`src/rtl/ro_puf_counter_ctrl_pkg.sv`:
```
// Shared definitions for the RO PUF responder: state encodings and defaults.
// The state encodings are shared with the PUF controller, which treats 2'b11 as "done".
package ro_puf_counter_ctrl_pkg;

   typedef enum logic [1:0] {
      ST_IDLE    = 2'b00,
      ST_COUNT   = 2'b01,
      ST_RELEASE = 2'b10,
      ST_DONE    = 2'b11
   } state_t;

   localparam int DEF_CNT_W    = 16;
   localparam int DEF_TERMINAL = 1000;
   localparam int DEF_TMO_W    = 20;
   localparam int DEF_TIMEOUT  = 500000;

endpackage

```
`src/rtl/ro_edge_sync.sv`:
```
// Two-flop synchronizer followed by a rising-edge detector for one
// ring-oscillator output. Produces at most one pulse per clk.
module ro_edge_sync (
   input  logic clk,
   input  logic rst,
   input  logic din,
   output logic rise
);

   logic sync_q1;
   logic sync_q2;
   logic sync_d;

   // Metastability filter, then one extra flop to spot the 0->1 transition
   always_ff @(posedge clk) begin
      if (rst) begin
         sync_q1 <= 1'b0;
         sync_q2 <= 1'b0;
         sync_d  <= 1'b0;
      end else begin
         sync_q1 <= din;
         sync_q2 <= sync_q1;
         sync_d  <= sync_q2;
      end
   end

   assign rise = sync_q2 & ~sync_d;

endmodule

```
`src/rtl/ro_puf_counter_ctrl.sv`:
```
// RO PUF responder: races two ring oscillators while roen is high and
// publishes one response bit, signalling completion with state 2'b11.
// Optional macro RO_PUF_TIE_FLAG_EN adds a registered 'tie' output.
module ro_puf_counter_ctrl
   import ro_puf_counter_ctrl_pkg::*;
#(
   parameter int CNT_W    = DEF_CNT_W,
   parameter int TERMINAL = DEF_TERMINAL,
   parameter int TMO_W    = DEF_TMO_W,
   parameter int TIMEOUT  = DEF_TIMEOUT
) (
   input  logic       clk,
   input  logic       rst,
   input  logic       roen,
   input  logic       ro_a,
   input  logic       ro_b,
   output logic [1:0] counter_ctrl_state,
   output logic       resp_bit,
   output logic       timeout
`ifdef RO_PUF_TIE_FLAG_EN
   ,
   output logic       tie
`endif
);

   localparam logic [CNT_W-1:0] TERM_V   = CNT_W'(TERMINAL);
   localparam logic [TMO_W-1:0] TMO_LAST = TMO_W'(TIMEOUT - 1);

   state_t           state;
   state_t           state_nxt;
   logic             rise_a;
   logic             rise_b;
   logic [CNT_W-1:0] cnt_a;
   logic [CNT_W-1:0] cnt_b;
   logic [TMO_W-1:0] tmo;
   logic             hit_term;
   logic             hit_tmo;
   logic             finish;

   // Saturating increments: counters stick at all-ones rather than wrap
   function automatic logic [CNT_W-1:0] inc_cnt(input logic [CNT_W-1:0] v);
      return (&v) ? v : v + CNT_W'(1);
   endfunction

   function automatic logic [TMO_W-1:0] inc_tmo(input logic [TMO_W-1:0] v);
      return (&v) ? v : v + TMO_W'(1);
   endfunction

   ro_edge_sync u_sync_a (.clk(clk), .rst(rst), .din(ro_a), .rise(rise_a));
   ro_edge_sync u_sync_b (.clk(clk), .rst(rst), .din(ro_b), .rise(rise_b));

   assign hit_term = (cnt_a >= TERM_V) || (cnt_b >= TERM_V);
   assign hit_tmo  = (tmo == TMO_LAST);

   // State register
   always_ff @(posedge clk) begin
      if (rst) state <= ST_IDLE;
      else     state <= state_nxt;
   end

   // Next-state logic; abort wins, then terminal, then timeout
   always_comb begin
      state_nxt = state;
      finish    = 1'b0;
      case (state)
         ST_IDLE: begin
            if (roen) state_nxt = ST_COUNT;
         end
         ST_COUNT: begin
            if (!roen) begin
               state_nxt = ST_IDLE;
            end else if (hit_term || hit_tmo) begin
               state_nxt = ST_DONE;
               finish    = 1'b1;
            end
         end
         ST_DONE: begin
            state_nxt = ST_RELEASE;
         end
         ST_RELEASE: begin
            if (!roen) state_nxt = ST_IDLE;
         end
         default: state_nxt = ST_IDLE;
      endcase
   end

   // Edge and cycle counters: cleared in IDLE, advancing only in COUNT
   always_ff @(posedge clk) begin
      if (rst || state == ST_IDLE) begin
         cnt_a <= '0;
         cnt_b <= '0;
         tmo   <= '0;
      end else if (state == ST_COUNT) begin
         if (rise_a) cnt_a <= inc_cnt(cnt_a);
         if (rise_b) cnt_b <= inc_cnt(cnt_b);
         tmo <= inc_tmo(tmo);
      end
   end

   // Response capture on the COUNT->DONE transition; held otherwise
   always_ff @(posedge clk) begin
      if (rst) begin
         resp_bit <= 1'b0;
         timeout  <= 1'b0;
      end else if (finish) begin
         resp_bit <= (cnt_a > cnt_b);
         timeout  <= ~hit_term;
      end
   end

`ifdef RO_PUF_TIE_FLAG_EN
   // Tie flag captured alongside the response bit
   always_ff @(posedge clk) begin
      if (rst)         tie <= 1'b0;
      else if (finish) tie <= (cnt_a == cnt_b);
   end
`endif

   assign counter_ctrl_state = state;

endmodule

```
`config.mk`:
```
export PLATFORM = sky130hd
export DESIGN_NAME = ro_puf_counter_ctrl
export DESIGN_NICKNAME = d
export VERILOG_FILES = /design/src/rtl/ro_puf_counter_ctrl_pkg.sv /design/src/rtl/ro_edge_sync.sv /design/src/rtl/ro_puf_counter_ctrl.sv
export SDC_FILE = /design/constraint.sdc
export NUM_CORES = 1
export LEC_CHECK = 0
export CORE_MARGIN = 5
export CORE_UTILIZATION = 35
export DETAILED_ROUTE_END_ITERATION = 8
export SETUP_SLACK_MARGIN = 0.1
export SYNTH_ARGS = -nofsm -noshare
export SYNTH_HDL_FRONTEND = slang
export SYNTH_HIERARCHICAL = 1
export SYNTH_SLANG_ARGS = --single-unit
```
`constraint.sdc`:
```
create_clock -name clk -period 2.8 [get_ports clk]
set_clock_uncertainty 0.1 [all_clocks]
set_input_delay 0.56 -clock clk [delete_from_list [all_inputs] [get_ports clk]]
set_output_delay 0.56 -clock clk [all_outputs]
set_load 0.01 [all_outputs]
```
==> results.sh <==
export IMPL_cts_sinks=62
export IMPL_startpoint_type="flop"
export IMPL_vias_per_cell=5.161
export IMPL_drive_above_1_share=0.1026
export IMPL_peakVddDrop_uv=194.7
export IMPL_cts_setup_buffers=0
export IMPL_ys_warn_count=6
export IMPL_cts_clk_slew_worst_paths_ns=0.09
export IMPL_placed_area_sq_um=3702
export IMPL_grt_total_usage=0.1355
export IMPL_finalSetupViolCount=0
export IMPL_drv_cap=0
export IMPL_syn_area_per_cell_sq_um=8.686
export IMPL_area_growth_pct=11.92
export IMPL_syn_num_nets=426
export IMPL_worstPathCellList="clkdlybuf4s50_1"
export IMPL_status="finished, final reports clean"
export IMPL_clock_fmax_ghz=0.4756
export IMPL_async_reset_ff_frac=0
export IMPL_detail_route_antenna_nets=0
export IMPL_swShare=0.2623
export IMPL_clock_latency_ns=0.35
export IMPL_layout_worst_path_cycle_share=0.7509
export IMPL_fin_ws_ns=0.6976
export IMPL_h_tree_depth=3
export IMPL_crit_buf_inv=1
export IMPL_powerDensity_nw_per_um2=433.3
export IMPL_cts_tree="yes"
export IMPL_pwr_share_clk=0.448
export IMPL_wire_per_inst_microns=13.58
export IMPL_fin_area_sq_um=3889
export IMPL_intPower_mw=1.243
export IMPL_p_seq_frac=0.528
export IMPL_p_leak_nw=1.238
export IMPL_synth_area_sq_um=3475
export IMPL_drt_initial_drc_count=84
export IMPL_cts_root_buf="clkbuf_8"
export IMPL_hold_path_class="flop to flop"
export IMPL_maxSlewViolCount=0
export IMPL_crit_required_ns=2.14
export IMPL_ys_seq_elements=62
export IMPL_syn_inst=400
export IMPL_slowest_delay_ns=0.60
export IMPL_slowest_stage="clkdlybuf4s50_1"
export IMPL_tightest_slew_ns=0.6590
export IMPL_endpoint_kind="output pin"
export IMPL_clockBufferDepth=2
export IMPL_start_util=0.3571
export IMPL_layout_min_cycle_time_ns=2.102
export IMPL_io_buffer_count=8
export IMPL_die_h_microns=109.6
export IMPL_tns_ns=0
export IMPL_core_sq_um=9729
export IMPL_antenna_cells=0
export IMPL_mostFrequentLayoutCells="dfxtp_1, nor2_1, a21oi_1"
export IMPL_cts_hold_buf=0
export IMPL_power_mw=1.685
export IMPL_drc=0
export IMPL_grt_pass1_vias=2695
export IMPL_finalWeightedCongestion=0.8319
export IMPL_p_sw_uw=442.0
export IMPL_pin_count=9
export IMPL_drtPass1Iterations=4
export IMPL_layout_nets=440
export IMPL_numCtsBuffers=9
export IMPL_dieArea_sq_um=12020
export IMPL_grt_ovfl_total=0
export IMPL_final_common_cell="dfxtp_1"
export IMPL_cts_resized=0
export IMPL_preCtsSetupSlack_ns=0.5645
export IMPL_pwr_share_comb=0.025
export IMPL_crit_family="buffers and inverters"
export IMPL_synth_edff_count=0
export IMPL_ys_flop_type="dfxtp_1"
export IMPL_rows=36
export IMPL_hold_viol=0
export IMPL_rsz0062_at_grt="false"
export IMPL_wl_microns=7494
export IMPL_antenna_found_initial=0
export IMPL_max_slew_margin_rel=0.5590
export IMPL_grt_pass1_wl_microns=12740
export IMPL_grt_max_degree=20
export IMPL_ys_seq_area_frac=0.3572
export IMPL_fill_cells=1027
export IMPL_crit_fanout=8
export IMPL_dpl_hpwl_microns=5489
export IMPL_fp_dieW_microns=109.6
export IMPL_synth_distinct_cells=61
export IMPL_vias=2849
export IMPL_arrival_ns=1.44
export IMPL_path_class="flop to output pin"
==> power by group through the flow <==
stage	clock (mW)	sequential, mW	combinational [mW]
after global routing	0.827	0.890	0.0460
after global placement	0	0.909	0.0417
after floorplan	0	0.909	0.0226
final	0.754	0.889	0.0420
after CTS	0.780	0.889	0.0426
after detailed placement	0	0.910	0.0424
==> cell usage after synthesis (3+ instances only) <==
master,number,area share
a2111oi_2,3,0.013
a211oi_1,3,0.0065
a21oi_1,28,0.040
and3_1,3,0.0054
and4_1,6,0.015
buf_2,3,0.0043
clkbuf_1,3,0.0032
dfxtp_1,62,0.36
ha_1,21,0.076
inv_1,21,0.023
mux2i_1,3,0.0086
nand2_1,26,0.028
nand2b_1,3,0.0054
nand3_1,20,0.029
nand4_1,14,0.025
nor2_1,43,0.046
nor2b_1,7,0.013
nor3_1,4,0.0058
nor4_1,8,0.014
o211ai_1,7,0.015
o21ai_0,7,0.010
o21ai_1,10,0.014
o31ai_1,4,0.0086
or3_1,11,0.020
or4_1,5,0.011
xnor2_1,25,0.063
xor2_1,5,0.013
==> sequential cells by signal, summed over array words and instances, names as in the netlist <==
name,flops
u_sync_b/sync_q1,1
u_sync_b/sync_q2,1
cnt_a,16
tmo,20
cnt_b,16
resp_bit,1
u_sync_a/sync_q1,1
u_sync_b/sync_d,1
counter_ctrl_state,2
timeout,1
u_sync_a/sync_q2,1
u_sync_a/sync_d,1
==> layout make-up <==
class	count	area [sq um]	area share
inverter	23	86.33	0.02220
clock inverter	7	62.56	0.01609
clock buffer	9	123.9	0.03185
tap	133	166.4	0.04279
timing repair buffer	14	125.1	0.03218
multi-input combinational	304	2083	0.5357
sequential	62	1241	0.3192
==> path summary, 6_finish.rpt <==
| check | start | to | slack (ns) | depth (start not counted) |
|---|---|---|---|---|
| max | counter_ctrl_state[1] | counter_ctrl_state[1] | 0.70 | 1 |
| min | u_sync_b/sync_q1 | u_sync_b/sync_q2 | 0.34 | 1 |
| max reg2reg | cnt_b[13] | resp_bit | 0.70 | 6 |
| min reg2reg | u_sync_b/sync_q1 | u_sync_b/sync_q2 | 0.34 | 1 |
==> metrics by stage <==
| stage | cells | hold slack, ns | util |
|---|---|---|---|
| after CTS | 552 | 0.3454 | 0.3997 |
| after detailed placement | 536 | 0.3239 | 0.3805 |
| after global placement | 536 | 0.3164 | 0.3805 |
| after global routing | 552 | 0.3724 | 0.3997 |
| final | 552 | 0.3397 | 0.3997 |
| after floorplan | 400 | 0.3138 | - |
==> per-layer routing <==
metal / routed length (microns) / up-vias / global-route usage
met1: 3637 / 1329 / 0.1686
met2: 3535 / 32 / 0.2219
met3: 200 / 9 / 0.03993
li1: - / 1479 / -
met4: 121 / 0 / 0.04898
met5: 0 / - / 0
==> cells by family after synthesis <==
logic type      share of synthesized area
xor+xnor                          0.07562
buf+inv                           0.04321
fa+ha+maj                         0.07562
compound gates                     0.1487
simple gates                       0.2877
flops                              0.3572
mux                               0.01188
(Power assumes the default switching activity.)
